<file path="src/rtl/dmem_access_ctrl_if.sv">
// Bundle of request, response and banked-memory signals for the data-memory
// access controller. The controller takes the slave view; whoever issues the
// requests and models the memory takes the master view.
interface dmem_access_ctrl_if #(
    parameter int ADDR_W = 13,
    parameter int NBANK  = 8
);
    logic              req_valid;
    logic              req_ready;
    logic              req_we;
    logic [ADDR_W-1:0] req_addr;
    logic [31:0]       req_wdata;

    logic              rsp_valid;
    logic              rsp_ready;
    logic [31:0]       rsp_rdata;

    logic [ADDR_W-1:0] mem_addr;
    logic [31:0]       mem_wdata;
    logic              mem_rw;
    logic [NBANK-1:0]  mem_en;
    logic [7:0]        mem_rdata;

    modport slave (
        input  req_valid, req_we, req_addr, req_wdata, rsp_ready, mem_rdata,
        output req_ready, rsp_valid, rsp_rdata, mem_addr, mem_wdata, mem_rw, mem_en
    );

    modport master (
        output req_valid, req_we, req_addr, req_wdata, rsp_ready, mem_rdata,
        input  req_ready, rsp_valid, rsp_rdata, mem_addr, mem_wdata, mem_rw, mem_en
    );
endinterface

</file>
<file path="src/rtl/dmem_access_ctrl.sv">
// Data-memory access controller. A 32-bit load is assembled from four single
// byte reads on consecutive cycles (little-endian, bank chosen per byte from
// the top address bits, address wrapping modulo 2^ADDR_W). A store is issued
// as one write cycle to the bank of the base address. Each operation ends in
// a response held until the consumer accepts it.
module dmem_access_ctrl #(
    parameter int ADDR_W = 13,
    parameter int NBANK  = 8
) (
    input logic              clk,
    input logic              reset,
    dmem_access_ctrl_if.slave bus
);

    localparam int BANK_W = (NBANK > 1) ? $clog2(NBANK) : 1;

    typedef enum logic [1:0] {
        IDLE,
        RD,
        WR,
        RESP
    } state_t;

    state_t            state;
    logic [ADDR_W-1:0] base_addr;
    logic [2:0]        k;
    logic [ADDR_W-1:0] next_addr;
    logic [1:0]        cap_idx;
    logic              accept;

    // One-hot enable for the bank that owns a byte address.
    function automatic logic [NBANK-1:0] bank_onehot(input logic [ADDR_W-1:0] addr);
        logic [NBANK-1:0] oh;
        oh = '0;
        oh[addr[ADDR_W-1 -: BANK_W]] = 1'b1;
        return oh;
    endfunction

    // Address of the next read issue; natural truncation gives the wrap.
    assign next_addr = base_addr + ADDR_W'(k) + ADDR_W'(1);

    // While k counts 1..4 the byte arriving on mem_rdata belongs to issue k-1.
    assign cap_idx = k[1:0] - 2'd1;

    assign accept = bus.req_valid && bus.req_ready;

    // Single state machine: sequences issues, captures bytes and drives all
    // outputs from registers so the memory sees glitch-free controls.
    always_ff @(posedge clk or negedge reset) begin
        if (!reset) begin
            state         <= IDLE;
            base_addr     <= '0;
            k             <= '0;
            bus.req_ready <= 1'b0;
            bus.rsp_valid <= 1'b0;
            bus.rsp_rdata <= '0;
            bus.mem_addr  <= '0;
            bus.mem_wdata <= '0;
            bus.mem_rw    <= 1'b1;
            bus.mem_en    <= '0;
        end else begin
            case (state)
                IDLE: begin
                    bus.req_ready <= 1'b1;
                    bus.mem_en    <= '0;
                    bus.mem_rw    <= 1'b1;
                    if (accept) begin
                        bus.req_ready <= 1'b0;
                        base_addr     <= bus.req_addr;
                        bus.mem_addr  <= bus.req_addr;
                        bus.mem_en    <= bank_onehot(bus.req_addr);
                        bus.rsp_rdata <= '0;
                        k             <= '0;
                        if (bus.req_we) begin
                            state         <= WR;
                            bus.mem_wdata <= bus.req_wdata;
                            bus.mem_rw    <= 1'b0;
                        end else begin
                            state      <= RD;
                            bus.mem_rw <= 1'b1;
                        end
                    end
                end

                RD: begin
                    k <= k + 3'd1;
                    if (k != 3'd0) begin
                        bus.rsp_rdata[{cap_idx, 3'b000} +: 8] <= bus.mem_rdata;
                    end
                    if (k < 3'd3) begin
                        bus.mem_addr <= next_addr;
                        bus.mem_en   <= bank_onehot(next_addr);
                    end else begin
                        bus.mem_en <= '0;
                    end
                    if (k == 3'd4) begin
                        state         <= RESP;
                        bus.rsp_valid <= 1'b1;
                        k             <= '0;
                    end
                end

                WR: begin
                    bus.mem_en    <= '0;
                    bus.mem_rw    <= 1'b1;
                    bus.rsp_rdata <= '0;
                    bus.rsp_valid <= 1'b1;
                    state         <= RESP;
                end

                RESP: begin
                    if (bus.rsp_ready) begin
                        bus.rsp_valid <= 1'b0;
                        bus.req_ready <= 1'b1;
                        state         <= IDLE;
                    end
                end

                default: begin
                    state         <= IDLE;
                    bus.req_ready <= 1'b0;
                    bus.rsp_valid <= 1'b0;
                    bus.mem_en    <= '0;
                    bus.mem_rw    <= 1'b1;
                end
            endcase
        end
    end

endmodule

</file>
<file path="src/flat_wrapper.sv">
// flat-port wrapper written by rule: the top's interface ports become plain ports
module dmem_access_ctrl_flat 
#(
    parameter int ADDR_W = 13,
    parameter int NBANK  = 8
)
  (clk, reset, bus_req_valid, bus_req_we, bus_req_addr, bus_req_wdata, bus_rsp_ready, bus_mem_rdata, bus_req_ready, bus_rsp_valid, bus_rsp_rdata, bus_mem_addr, bus_mem_wdata, bus_mem_rw, bus_mem_en);
  dmem_access_ctrl_if #(.ADDR_W(ADDR_W), .NBANK(NBANK)) bus_i ();
  input logic clk;
  input logic reset;
  input wire logic [$bits(bus_i.req_valid)-1:0] bus_req_valid;
  input wire logic [$bits(bus_i.req_we)-1:0] bus_req_we;
  input wire logic [$bits(bus_i.req_addr)-1:0] bus_req_addr;
  input wire logic [$bits(bus_i.req_wdata)-1:0] bus_req_wdata;
  input wire logic [$bits(bus_i.rsp_ready)-1:0] bus_rsp_ready;
  input wire logic [$bits(bus_i.mem_rdata)-1:0] bus_mem_rdata;
  output wire logic [$bits(bus_i.req_ready)-1:0] bus_req_ready;
  output wire logic [$bits(bus_i.rsp_valid)-1:0] bus_rsp_valid;
  output wire logic [$bits(bus_i.rsp_rdata)-1:0] bus_rsp_rdata;
  output wire logic [$bits(bus_i.mem_addr)-1:0] bus_mem_addr;
  output wire logic [$bits(bus_i.mem_wdata)-1:0] bus_mem_wdata;
  output wire logic [$bits(bus_i.mem_rw)-1:0] bus_mem_rw;
  output wire logic [$bits(bus_i.mem_en)-1:0] bus_mem_en;
  assign bus_i.req_valid = bus_req_valid;
  assign bus_i.req_we = bus_req_we;
  assign bus_i.req_addr = bus_req_addr;
  assign bus_i.req_wdata = bus_req_wdata;
  assign bus_i.rsp_ready = bus_rsp_ready;
  assign bus_i.mem_rdata = bus_mem_rdata;
  assign bus_req_ready = bus_i.req_ready;
  assign bus_rsp_valid = bus_i.rsp_valid;
  assign bus_rsp_rdata = bus_i.rsp_rdata;
  assign bus_mem_addr = bus_i.mem_addr;
  assign bus_mem_wdata = bus_i.mem_wdata;
  assign bus_mem_rw = bus_i.mem_rw;
  assign bus_mem_en = bus_i.mem_en;
  dmem_access_ctrl #(.ADDR_W(ADDR_W), .NBANK(NBANK)) u_core (.clk(clk), .reset(reset), .bus(bus_i));
endmodule
</file>
<file path="config.mk">
export PLATFORM = sky130hd
export DESIGN_NAME = dmem_access_ctrl_flat
export DESIGN_NICKNAME = d
export VERILOG_FILES = /design/src/rtl/dmem_access_ctrl_if.sv /design/src/rtl/dmem_access_ctrl.sv /design/src/flat_wrapper.sv
export SDC_FILE = /design/constraint.sdc
export NUM_CORES = 1
export LEC_CHECK = 0
export BUFFER_PORTS_ARGS = -buffer_cell sky130_fd_sc_hd__buf_2
export CELL_PAD_IN_SITES_DETAIL_PLACEMENT = 1
export CELL_PAD_IN_SITES_GLOBAL_PLACEMENT = 2
export CORE_AREA = 2 2 122 124
export DETAILED_ROUTE_END_ITERATION = 10
export DIE_AREA = 0 0 124 126
export PLACE_DENSITY = 0.89
export SYNTH_ARGS = -nofsm -noshare
export SYNTH_HDL_FRONTEND = slang
export SYNTH_SLANG_ARGS = --single-unit
export TNS_END_PERCENT = 10
</file>
<file path="constraint.sdc">
create_clock -name clk -period 4.7 [get_ports clk]
set_input_delay 0.235 -clock clk [delete_from_list [all_inputs] [get_ports clk]]
set_output_delay 0.235 -clock clk [all_outputs]
set_load 0.02 [all_outputs]
</file>
# Word-level counts from Yosys, hierarchy flattened
# Index checks and enable logic that the tools add are counted.
# word_totals
reg_bits,106
inputBits,58
out_inout_bits,88
# op_classes
add_sub_neg,5
n_mux,31
shifts,2
eq_ne,9
reduce_logical,18
order_cmp,5
# op_table
cell,count
$pmux W32 S3,1
$mux W32,2
$bwmux W32,1
$shift A8 B7 Y32 const A,1
$shiftx A8 B7 Y32,1
$mux W13,2
$pmux W13 S2,1
$pmux W8 S3,1
$mux W8,2
$reduce_and A3 Y1,5
$add A13 B1 Y13 const B,1
$add A13 B3 Y13,1
$reduce_bool A3 Y1,3
$lt A3 B4 Y1 const B,2
$mux W1,8
$mux W2,4
$ne A2 B1 Y1 const B,4
$pmux W2 S4,1
$neg A5 Y7,1
$demux W1 S3,2
$ge A3 B1 Y1 const B,2
$mux W3,2
$pmux W3 S2,1
$reduce_and A2 Y1,3
other kinds (12),18

# Longest topological paths before layout
# Gate-level depths: netlist of run 1.
# depth
ltp_word,8
ltp_mapped,9
ltp_nobuf,8

# Worst setup path before layout of run 1
# Ideal clock, no wire load.
# synth_timing
path_kind,reg2reg
start,reg u_core.k[0]
end,reg u_core.bus.mem_en[1]
stages_incl_launch_ff,9
slack_ps,2394
setup_ps,96
n_path_buf,0
t_required_ps,4604
arrival_ps,2210
cell_sequence,dfrtp_1 > inv_1 > ha_1 > fa_1 > nor2b_1 > o2111ai_1 > xnor2_1 > nand2_1 > o31ai_1
# synth_between
elab_chain_cells,8
elab_cells_between_ends,10
classes_between,2 x add/sub; 3 x order compare; 4 x mux; 1 x reduce/logical
# synth_lines
element,line,rtl
from (decl),dmem_access_ctrl.sv:26,logic [2:0] k;
from (signal assigned),dmem_access_ctrl.sv:86,k <= k + 3'd1;
$add A13 B3 Y13,dmem_access_ctrl.sv:40,assign next_addr = base_addr + ADDR_W'(k) + ADDR_W'(1);
$add A13 B1 Y13,dmem_access_ctrl.sv:40,
$lt A3 B4 Y1 (not written as such) or $ge A3 B1 Y1 (tied branches),dmem_access_ctrl.sv:35,oh[addr[ADDR_W-1 -: BANK_W]] = 1'b1;
$logic_and A1 B1 Y1 (not written as such),dmem_access_ctrl.sv:35,
$mux W1 (not written as such),dmem_access_ctrl.sv:35,
$demux W1 S3,-,
$mux W8 *,dmem_access_ctrl.sv:90,if (k < 3'd3) begin
$pmux W8 S3 *,dmem_access_ctrl.sv:62,case (state)
to (signal assigned),dmem_access_ctrl.sv:71,bus.mem_en <= bank_onehot(bus.req_addr);
to (signal assigned),dmem_access_ctrl.sv:92,bus.mem_en <= bank_onehot(next_addr);
to (decl),dmem_access_ctrl_if.sv:26,"output req_ready, rsp_valid, rsp_rdata, mem_addr, mem_wdata, mem_rw, mem_en"
# Mark *: on every way between the ends. The rest lies on a longest branch, timed or not.
# A chain may end at the register's enable or synchronous reset.

# Worst setup path after layout of run 1
# layout_timing
start,reg u_core.k[0]
end,reg u_core.bus.mem_en[5]
# The elaborated chain is that of the path after synthesis.

==> results of run 1 <==
[cell families (layout without fill, tap and decap cells)]
family / after synthesis / after routing
compound gates: 99 / 99
xor+xnor: 12 / 12
fa+ha+maj: 14 / 14
buf+inv: 40 / 185
flops: 106 / 106
mux: 56 / 56
simple gates: 87 / 87
[final cells by class]
class	count	area share, %
clock inverter	7	1.27
sequential	106	43.4
tap	184	3.77
multi-input combinational	268	34.2
clock buffer	9	3.68
inverter	20	1.23
timing repair buffer	149	12.4
[worst max path at each step]
| stage | from | slack [ns] | endpoint |
|---|---|---|---|
| 2_1_floorplan | u_core.k[0]$_DFFE_PN0P_ | 2.39 | u_core.bus.mem_en[1]$_DFFE_PN0P_ |
| 3_3_place_gp | u_core.k[0]$_DFFE_PN0P_ | 2.13 | u_core.bus.mem_en[1]$_DFFE_PN0P_ |
| 3_5_place_dp | u_core.k[0]$_DFFE_PN0P_ | 1.91 | u_core.bus.mem_en[5]$_DFFE_PN0P_ |
| 4_1_cts | u_core.k[0]$_DFFE_PN0P_ | 1.92 | u_core.bus.mem_en[5]$_DFFE_PN0P_ |
| 5_1_grt | u_core.k[0]$_DFFE_PN0P_ | 1.59 | u_core.bus.mem_en[1]$_DFFE_PN0P_ |
| 6_report | u_core.k[0]$_DFFE_PN0P_ | 1.93 | u_core.bus.mem_en[5]$_DFFE_PN0P_ |
[through the flow]
step | total power [mW] | std cells | hold WS (ns)
2_1_floorplan | 2.78 | 414 | -0.0606
3_3_place_gp | 3.29 | 726 | 0.266
3_5_place_dp | 3.38 | 726 | 0.281
4_1_cts | 4.18 | 743 | 0.0956
5_1_grt | 4.43 | 743 | 0.0964
6_report | 4.13 | 743 | 0.106
[critical path: stages (launching register included)]
cell and delay (ns):
sky130_fd_sc_hd__dfrtp_1 0.49, sky130_fd_sc_hd__inv_1 0.17, sky130_fd_sc_hd__ha_1 0.27, sky130_fd_sc_hd__fa_1 0.39
sky130_fd_sc_hd__nor2b_1 0.37, sky130_fd_sc_hd__o2111ai_1 0.32, sky130_fd_sc_hd__xnor2_1 0.29, sky130_fd_sc_hd__nand2_1 0.14
sky130_fd_sc_hd__o31ai_1 0.24
[power breakdown]
part / internal (mW) / leakage [nW] / switching, mW
clock: 0.418 / 0.146 / 0.361
sequential: 1.23 / 1.35 / 0.237
combinational: 0.696 / 1.50 / 1.18
total: 2.34 / 3.00 / 1.78
[flip-flops by register name, summed over array words and instances (netlist names)]
register and cells:
u_core.bus.rsp_rdata 32, u_core.base_addr 13, u_core.state 2, u_core.k 3, u_core.bus.rsp_valid 1, u_core.bus.mem_wdata 32, u_core.bus.mem_addr 13, u_core.bus.mem_rw 1
u_core.bus.req_ready 1, u_core.bus.mem_en 8
[cells in the mapped netlist, types with 2 or more instances]
cell type	instances	share of area [%]
sky130_fd_sc_hd__o41ai_1	6	1.1
sky130_fd_sc_hd__inv_1	19	1.5
sky130_fd_sc_hd__o211ai_1	4	0.61
sky130_fd_sc_hd__ha_1	13	3.3
sky130_fd_sc_hd__nor2_1	20	1.5
sky130_fd_sc_hd__and4_1	2	0.36
sky130_fd_sc_hd__o21ai_1	3	0.31
sky130_fd_sc_hd__nand2_1	31	2.4
sky130_fd_sc_hd__nor3_1	4	0.41
sky130_fd_sc_hd__mux2i_1	10	2.0
sky130_fd_sc_hd__a21oi_1	11	1.1
sky130_fd_sc_hd__clkbuf_1	14	1.1
sky130_fd_sc_hd__dfrtp_1	105	54
sky130_fd_sc_hd__xor2_1	5	0.89
sky130_fd_sc_hd__nand4_1	3	0.38
sky130_fd_sc_hd__buf_1	2	0.15
sky130_fd_sc_hd__a31oi_1	2	0.26
sky130_fd_sc_hd__o2111ai_1	2	0.36
sky130_fd_sc_hd__o21ai_0	21	2.1
sky130_fd_sc_hd__nand3_1	4	0.41
sky130_fd_sc_hd__xnor2_1	7	1.3
sky130_fd_sc_hd__a22o_1	24	4.3
sky130_fd_sc_hd__a22oi_1	6	0.92
sky130_fd_sc_hd__nand3b_1	2	0.31
sky130_fd_sc_hd__o41ai_2	2	0.66
sky130_fd_sc_hd__buf_2	2	0.20
sky130_fd_sc_hd__mux2_2	46	11
sky130_fd_sc_hd__a32oi_1	2	0.36
sky130_fd_sc_hd__nand2b_1	5	0.64
sky130_fd_sc_hd__o31ai_1	8	1.2
sky130_fd_sc_hd__a211oi_1	2	0.31
sky130_fd_sc_hd__nor2b_1	5	0.64
sky130_fd_sc_hd__nor4b_1	3	0.54
sky130_fd_sc_hd__and3_1	2	0.26
[metal layers]
metal | vias to the layer above | GRT usage [%] | share of wire, %
met5 | - | 0 | 0
met4 | 0 | 7.34 | 2.2
met3 | 16 | 2.99 | 5.0
met2 | 117 | 27.5 | 49
met1 | 1893 | 22.4 | 44
li1 | 1788 | - | -
[timing repair]
| action | CTS | global route |
|---|---|---|
| hold endpoints to repair | 43 | 0 |
| hold buffers | 1 | 0 |
| buffers inserted | 0 | 0 |
==> impl_metrics.py, run 1 <==
metrics = {
    "clocking": {
        "htreeDepth": 3,
        "cts-root-buf": "sky130_fd_sc_hd__clkbuf_16",
        "clock_sinks": 106,
        "clkSlewWorstSetupHoldPaths_ns": 0.07,
        "cts_tree": "yes",
        "worst_skew_pair_latency_ns": 0.36,
        "number_of_buffers_between_clock_root_and_the_deepest_sink": 2,
        "post_cts.resized_instances": 0,
        "cts_made_buffers": 9,
    },
    "drt": {
        "wl_per_cell_um": 17.5,
        "drt_first_pass_iters": 4,
        "drt-total-wl_mm": 13.0,
        "drcViolationCount": 0,
        "drt-vias-per-instance": 5.13,
        "detailedRoute.firstIterationViolations": 147,
        "detailroute.via_count": 3814,
        "antenna_left": 0,
    },
    "timing": {
        "hold_viol_final": 0,
        "final-max-slew-violation-count": 0,
        "timing_worst_slew_pin_value_ns": 0.791,
        "layout_min_cycle_time_ns": 2.77,
        "final_critical_path_setup_slack_ns": 1.93,
        "finalSetupViolCount": 0,
        "period_share_pct": 59.0,
        "grt_setup_unrepaired": "no",
        "final.setup.tns_ns": 0,
        "relSlewSlack_pct": 47.2,
        "max_freq_mhz": 361,
        "final_worst_clock_skew_ns": 0.00596,
    },
    "grt": {
        "globalRouteOverflowTotal": 0,
        "grt_max_degree": 64,
        "grt_use_total_pct": 17.0,
        "first_pass_grt_wire_length_mm": 20.5,
        "number_of_global_route_vias_before_repair": 3940,
        "antenna_found_initial": 0,
    },
    "placed_design": {
        "detailed_place_hpwl_mm": 9.74,
        "globalplace.congestion": 0.797,
        "preCtsSetupSlack_ns": 1.91,
        "port_buffers": 145,
        "postPlaceCellArea_mm2": 0.00580,
    },
    "critical_path": {
        "crit-reg2reg-capture": "u_core.bus.mem_en[5]$_DFFE_PN0P_",
        "critPathRequiredTime_ns": 4.97,
        "ff2ff_path_depth": 8,
        "critical_path.reg2reg.startpoint": "u_core.k[0]$_DFFE_PN0P_",
        "worst-path-max-fanout": 8,
        "critical_path_arrival_ns": 3.04,
        "timing.critical_path.from_type": "register",
        "end_kind": "register",
        "critical_path_class": "reg2reg",
        "timing.reg2reg.setup_slack_ns": 1.93,
    },
    "yosys": {
        "synth_mux_area_share_pct": 12.6,
        "post_synth_fa_ha_maj_area_fraction_pct": 3.73,
        "mappedNetlistNets": 486,
        "seq_area_frac_synth_pct": 54.1,
        "synth_top_family_by_area": "compound AO/OA/AOI/OAI gates",
        "fraction_of_the_mapped_netlist_area_in_compound_gates_pct": 15.2,
        "synth-simple-area-share_pct": 8.93,
        "ys_ff_latch": 106,
        "xor_xnor_fraction_of_synth_area_pct": 2.14,
        "postSynthCellCount": 414,
        "synth.distinct_cells": 51,
        "syn_area_per_cell_um2": 11.8,
        "synth-edff-count": 0,
        "synth-main-ff-cell": "sky130_fd_sc_hd__dfrtp_1",
        "postSynth.asyncResetShare_pct": 100,
        "mappedNetlistArea_mm2": 0.00490,
        "ys.warnings.count": 0,
    },
    "min_path": {
        "worst_hold_path.endpoint": "u_core.bus.mem_wdata[15]$_DFFE_PN0P_",
        "hold_class": "in2reg",
        "worst_hold_path.num_cells": 2,
        "hold_start": "bus_req_wdata[15]",
    },
    "final_layout": {
        "insertedDiodeCount": 0,
        "layout-drive-gt1-share_pct": 39.5,
        "final-seq-area_mm2": 0.00265,
        "net_count_reported_at_finish": 626,
        "finish.instance_area_mm2": 0.00611,
        "postLayoutCoreUtil_pct": 42.7,
        "area_of_the_multi_input_gates_mm2": 0.00209,
        "area_growth_syn_to_layout_pct": 24.7,
        "fill_cells": 1601,
        "layout.cells.most_common_list": "sky130_fd_sc_hd__buf_2, sky130_fd_sc_hd__dfrtp_1, sky130_fd_sc_hd__mux2_2, sky130_fd_sc_hd__nand2_1, sky130_fd_sc_hd__a22o_1",
        "mostFrequentLayoutCell": "sky130_fd_sc_hd__buf_2",
    },
    "die": {
        "design.die.area_mm2": 0.0156,
        "coreArea_mm2": 0.0143,
        "top_level_ports": 146,
        "die_height_um": 126,
        "placementRows": 44,
        "dieWidth_um": 124,
        "initial_core_util_pct": 34.2,
    },
    "run": {
        "max_cap_viol_count": 0,
    },
    "outcome": {
        "outcome": "finished clean",
    },
    "pwr": {
        "total_leakage_power_nw": 3.00,
        "power.density_mw_per_mm2": 675,
        "ir_drop_uv": 261,
    },
}
No activity file was read; power rests on OpenSTA's default activity.
==> inputs of run 2 (changes only) <==
Settings changed: CORE_AREA 2 2 122 124 to 2 2 131 133, DIE_AREA 0 0 124 126 to 0 0 133 135, PLACE_DENSITY 0.89 to 0.82.
Clock period 4.7 ns to 2.55 ns, I/O delays scaled along.
==> run 2 against run 1 <==
Against the previous run:
- utilization is 4.0 points lower
- wire length is 2.9% higher
- first-iteration DRC count fell by 33%
- critical path type unchanged
==> impl_metrics.py, run 2 (synthesized netlist as in run 1, its figures left out) <==
metrics = {
    "outcome": {
        "outcome": "finished clean",
    },
    "grt": {
        "antenna_found_initial": 1,
        "grt_use_total_pct": 15.2,
        "first_pass_grt_wire_length_mm": 21.6,
        "grt_max_degree": 57,
        "number_of_global_route_vias_before_repair": 4163,
        "globalRouteOverflowTotal": 0,
    },
    "pwr": {
        "total_leakage_power_nw": 3.08,
        "power.density_mw_per_mm2": 1200,
        "post-layout-total-power_mw": 7.63,
        "ir_drop_uv": 490,
    },
    "final_layout": {
        "fill_cells": 1838,
        "net_count_reported_at_finish": 648,
        "layout-drive-gt1-share_pct": 39.5,
        "largest_registers": "u_core.bus.mem_wdata (32), u_core.bus.rsp_rdata (32)",
        "layout.cells.most_common_list": "sky130_fd_sc_hd__buf_2, sky130_fd_sc_hd__dfrtp_1, sky130_fd_sc_hd__mux2_2, sky130_fd_sc_hd__nand2_1, sky130_fd_sc_hd__a22o_1",
        "area_growth_syn_to_layout_pct": 29.5,
        "finish.instance_area_mm2": 0.00635,
        "mostFrequentLayoutCell": "sky130_fd_sc_hd__buf_2",
    },
    "clocking": {
        "clkSlewWorstSetupHoldPaths_ns": 0.07,
        "cts_made_buffers": 9,
        "worst_skew_pair_latency_ns": 0.35,
        "cts-hold-fix-buffers": 13,
        "clock_sinks": 106,
        "cts_tree": "yes",
        "cts-root-buf": "sky130_fd_sc_hd__clkbuf_16",
        "number_of_buffers_between_clock_root_and_the_deepest_sink": 2,
        "htreeDepth": 3,
        "postCtsSetupRepairBufs": 0,
        "post_cts.resized_instances": 0,
    },
    "critical_path": {
        "critPathRequiredTime_ns": 2.84,
        "worst-path-max-fanout": 9,
        "critical_path_class": "reg2reg",
        "timing.critical_path.from_type": "register",
        "critical_path_arrival_ns": 2.57,
        "end_kind": "register",
    },
    "die": {
        "top_level_ports": 146,
        "placementRows": 47,
        "dieWidth_um": 133,
        "die_height_um": 135,
        "design.die.area_mm2": 0.0180,
        "initial_core_util_pct": 29.9,
        "coreArea_mm2": 0.0164,
    },
    "timing": {
        "layout_min_cycle_time_ns": 2.28,
        "final.setup.tns_ns": 0,
        "final-max-slew-violation-count": 0,
        "grt_setup_unrepaired": "no",
        "hold_viol_final": 0,
        "period_share_pct": 89.6,
        "max_freq_mhz": 438,
        "finalSetupViolCount": 0,
        "timing_worst_slew_pin_value_ns": 0.744,
        "final_worst_clock_skew_ns": 0.0113,
        "relSlewSlack_pct": 50.4,
    },
    "drt": {
        "drt_first_pass_iters": 4,
        "detailedRoute.firstIterationViolations": 99,
        "antenna_left": 0,
        "detailroute.via_count": 3853,
        "drcViolationCount": 0,
        "drt-total-wl_mm": 13.4,
        "wl_per_cell_um": 16.7,
        "drt-vias-per-instance": 4.81,
    },
    "placed_design": {
        "detailed_place_hpwl_mm": 9.90,
        "postPlaceCellArea_mm2": 0.00593,
        "port_buffers": 145,
        "globalplace.congestion": 0.790,
    },
    "min_path": {
        "hold_class": "in2reg",
    },
    "run": {
        "max_cap_viol_count": 0,
    },
}
run 2: worst paths after layout:
| path | from | end | slack (ns) | depth (start not counted) |
|---|---|---|---|---|
| worst max register to register | u_core.state[1]$_DFFE_PN0P_ | u_core.bus.rsp_rdata[22]$_DFFE_PN0P_ | 0.27 | 7 |
| worst min register to register | u_core.bus.rsp_rdata[28]$_DFFE_PN0P_ | u_core.bus.rsp_rdata[28]$_DFFE_PN0P_ | 0.48 | 2 |
| min in group asynchronous | reset | u_core.bus.rsp_rdata[1]$_DFFE_PN0P_ | 0.38 | 2 |
| max in group asynchronous | reset | u_core.bus.mem_rw$_DFFE_PN1P_ | 1.38 | 3 |
| worst min-delay path | bus_mem_rdata[1] | u_core.bus.rsp_rdata[1]$_DFFE_PN0P_ | 0.01 | 2 |
| worst max-delay path | u_core.state[1]$_DFFE_PN0P_ | u_core.bus.rsp_rdata[22]$_DFFE_PN0P_ | 0.27 | 7 |
run 2: final cells by class:
cell class | instances | area, um2 | area share (%)
antenna | 1 | 2.50 | 0.0394
inverter | 20 | 75.1 | 1.18
timing repair buffer | 171 | 971 | 15.3
clock buffer | 10 | 239 | 3.77
tap | 220 | 275 | 4.34
sequential | 106 | 2650 | 41.8
clock inverter | 5 | 40.0 | 0.631
multi-input combinational | 268 | 2090 | 32.9
run 2: report_power, final:
part / internal [mW] / leakage (nW) / total, mW / switching (mW)
Clock: 0.690 / 0.127 / 1.34 / 0.647
Sequential: 2.26 / 1.35 / 2.67 / 0.406
Combinational: 1.38 / 1.60 / 3.63 / 2.25
run 2: critical path, cell delays in order, from the launching register on:
cell	delay, ns
sky130_fd_sc_hd__dfrtp_1	0.43
sky130_fd_sc_hd__inv_1	0.09
sky130_fd_sc_hd__ha_1	0.29
sky130_fd_sc_hd__a21boi_4	0.21
sky130_fd_sc_hd__a311oi_4	0.41
sky130_fd_sc_hd__nand3_2	0.17
sky130_fd_sc_hd__nor3b_4	0.40
sky130_fd_sc_hd__a22o_1	0.21
run 2: layer usage:
layer / vias up / track usage, % / share of wire, %
met5: - / 0 / 0
met1: 1914 / 19.1 / 43
met4: 0 / 3.46 / 1.5
met2: 108 / 26.2 / 50
li1: 1816 / - / -
met3: 15 / 4.20 / 5.3
run 2: stage by stage:
stage	hold WS (ns)	cells	utilization, %	worst slack [ns]
after global placement	0.213	771	36.1	0.374
final	0.0138	801	38.7	0.265
after detailed placement	0.238	771	36.1	0.301
after global routing	0.00192	800	38.7	0.0556
after CTS	0.000531	799	38.6	0.284
after floorplan	-0.168	414	-	0.244
==> inputs of run 3 (changes only) <==
Settings changed: REMOVE_ABC_BUFFERS set to 1.
==> run 3 against run 2 <==
Against the previous run:
- worst hold slack got worse by 0.0031 ns
- power up 1.2%
- sequential power about the same
- register-to-register slack got worse by 0.03 ns
- highest routed layer unchanged
==> impl_metrics.py, run 3 (synthesized netlist as in run 1, its figures left out) <==
metrics = {
    "outcome": {
        "outcome": "finished clean",
    },
    "critical_path": {
        "worstSetupPathDepth": 8,
        "crit-reg2reg-capture": "u_core.bus.mem_en[3]$_DFFE_PN0P_",
        "timing.critical_path.from_type": "register",
        "timing.critical_path.cells": "inv_1 -> ha_1 -> fa_1 -> nor2b_1 -> o2111ai_1 -> xnor2_1 -> nand2_1 -> o31ai_1",
        "critPathRequiredTime_ns": 2.81,
        "end_kind": "register",
        "ff2ff_path_depth": 8,
        "crit_path_end": "u_core.bus.mem_en[3]$_DFFE_PN0P_",
        "critPathTopFamily": "adder cells",
        "crit_path_max_incr_delay_ns": 0.39,
        "timing.reg2reg.setup_slack_ns": 0.23,
        "source_of_the_critical_timing_path": "u_core.k[0]$_DFFE_PN0P_",
        "critical_path_arrival_ns": 2.57,
        "cp_slowest_cell": "sky130_fd_sc_hd__fa_1",
        "critical_path_class": "reg2reg",
        "cp.buffers_inverters": 1,
        "worst-path-max-fanout": 5,
        "critical_path.reg2reg.startpoint": "u_core.k[0]$_DFFE_PN0P_",
    },
    "grt": {
        "grt_use_total_pct": 16.1,
        "gr-usage-met1_pct": 18.7,
        "number_of_global_route_vias_before_repair": 4268,
        "grt_most_used_layer": "met2",
        "grt_util_met2_pct": 30.1,
        "grtUsageMet3_pct": 4.09,
        "globalRouteOverflowTotal": 0,
        "antenna_found_initial": 0,
        "grt_max_degree": 59,
        "first_pass_grt_wire_length_mm": 22.7,
    },
    "pwr": {
        "sequentialPowerShare_pct": 34.7,
        "power.density_mw_per_mm2": 1180,
        "total_leakage_power_nw": 3.17,
        "power_switching_mw": 3.36,
        "swShare_pct": 43.4,
        "power.internal_mw": 4.37,
        "share_clk_of_total_power_pct": 17.9,
        "power_frac_comb_pct": 47.4,
        "post-layout-total-power_mw": 7.73,
        "ir_drop_uv": 427,
    },
    "clocking": {
        "post_cts.resized_instances": 0,
        "cts-root-buf": "sky130_fd_sc_hd__clkbuf_16",
        "clock_sinks": 106,
        "clkSlewWorstSetupHoldPaths_ns": 0.07,
        "htreeDepth": 3,
        "number_of_buffers_between_clock_root_and_the_deepest_sink": 2,
        "worst_skew_pair_latency_ns": 0.36,
        "cts_tree": "yes",
        "cts_made_buffers": 9,
    },
    "drt": {
        "detailedRoute.firstIterationViolations": 163,
        "wl_per_cell_um": 17.4,
        "drt-vias-per-instance": 4.79,
        "drt-total-wl_mm": 14.2,
        "drcViolationCount": 0,
        "drt_first_pass_iters": 6,
        "detailroute.via_count": 3917,
        "antenna_left": 0,
    },
    "die": {
        "dieWidth_um": 133,
        "initial_core_util_pct": 29.9,
        "design.die.area_mm2": 0.0180,
        "die_height_um": 135,
        "coreArea_mm2": 0.0164,
        "top_level_ports": 146,
        "placementRows": 47,
    },
    "placed_design": {
        "detailed_place_hpwl_mm": 10.2,
        "port_buffers": 145,
        "globalplace.congestion": 0.802,
        "postPlaceCellArea_mm2": 0.00593,
    },
    "final_layout": {
        "finish.instance_area_mm2": 0.00653,
        "area_growth_syn_to_layout_pct": 33.1,
        "insertedDiodeCount": 0,
        "mostFrequentLayoutCell": "sky130_fd_sc_hd__buf_2",
        "net_count_reported_at_finish": 665,
        "layout.cells.most_common_list": "sky130_fd_sc_hd__buf_2, sky130_fd_sc_hd__dfrtp_1, sky130_fd_sc_hd__mux2_2, sky130_fd_sc_hd__nand2_1, sky130_fd_sc_hd__dlygate4sd3_1",
        "postLayoutCoreUtil_pct": 39.8,
        "largest_registers": "u_core.bus.mem_wdata (32), u_core.bus.rsp_rdata (32)",
        "layout-drive-gt1-share_pct": 38.8,
    },
    "timing": {
        "grt_setup_unrepaired": "no",
        "relSlewSlack_pct": 48.9,
        "timing_worst_slew_pin_value_ns": 0.767,
        "max_freq_mhz": 432,
        "hold_viol_final": 0,
        "final_worst_clock_skew_ns": 0.00874,
        "finalSetupViolCount": 0,
        "layout_min_cycle_time_ns": 2.32,
        "final-max-slew-violation-count": 0,
        "period_share_pct": 90.8,
    },
    "min_path": {
        "hold_class": "in2reg",
    },
    "run": {
        "max_cap_viol_count": 0,
    },
}
## run 3: changes by cell type in the layout (fill, tap and decap cells not counted), sizes merged
cell and change:
diode -1, inv +3, clkinvlp -2, dlygate4sd3 +15
buf +2
## run 3: final cells by class
type,instances,area [um2]
multi-input combinational,268,2090
clock inverter,6,56.3
inverter,20,75.1
clock buffer,10,239
tap,220,275
fill,1833,9880
timing repair buffer,188,1140
sequential,106,2650
## run 3: power by group through the flow
stage	combinational, mW	sequential, mW	clock, mW
after floorplan	1.88	3.17	0
after global placement	3.54	2.67	0
after detailed placement	3.66	2.72	0
after CTS	3.71	2.69	1.44
after global routing	4.02	2.77	1.50
final	3.66	2.68	1.38
## run 3: how the worst min path moves through the flow
| stage | startpoint | endpoint | slack [ns] | depth (start not counted) |
|---|---|---|---|---|
| final | bus_mem_rdata[0] | u_core.bus.rsp_rdata[0]$_DFFE_PN0P_ | 0.01 | 2 |
| after detailed placement | reset | u_core.bus.rsp_rdata[1]$_DFFE_PN0P_ | 0.25 | 1 |
| after CTS | bus_mem_rdata[6] | u_core.bus.rsp_rdata[6]$_DFFE_PN0P_ | 0.00005 | 2 |
| after global placement | reset | u_core.bus.rsp_rdata[3]$_DFFE_PN0P_ | 0.22 | 1 |
| after global routing | bus_req_wdata[25] | u_core.bus.mem_wdata[25]$_DFFE_PN0P_ | 0.004 | 2 |
| after floorplan | reset | u_core.base_addr[0]$_DFFE_PN0P_ | -0.17 | 0 |
## run 3: per-layer routing
layer / vias to the layer above / routed length, um
li1: 1854 / -
met1: 1952 / 6000
met2: 100 / 7430
met3: 11 / 663
met4: 0 / 125
met5: - / 0
## run 3: per-stage QoR
step	hold slack, ns	instances	setup TNS, ns	setup slack [ns]
floorplan	-0.168	394	-2.06	-0.0643
CTS	0.0000498	816	0	0.207
global route	0.00367	818	0	0.00172
finish	0.0107	818	0	0.235
detailed placement	0.254	772	0	0.238
global placement	0.225	772	0	0.387
## run 3: repair_timing
item,CTS,global route
hold buffers,28,1
endpoints found under the setup margin,0,1
setup buffers,0,1
hold endpoints to repair,82,1
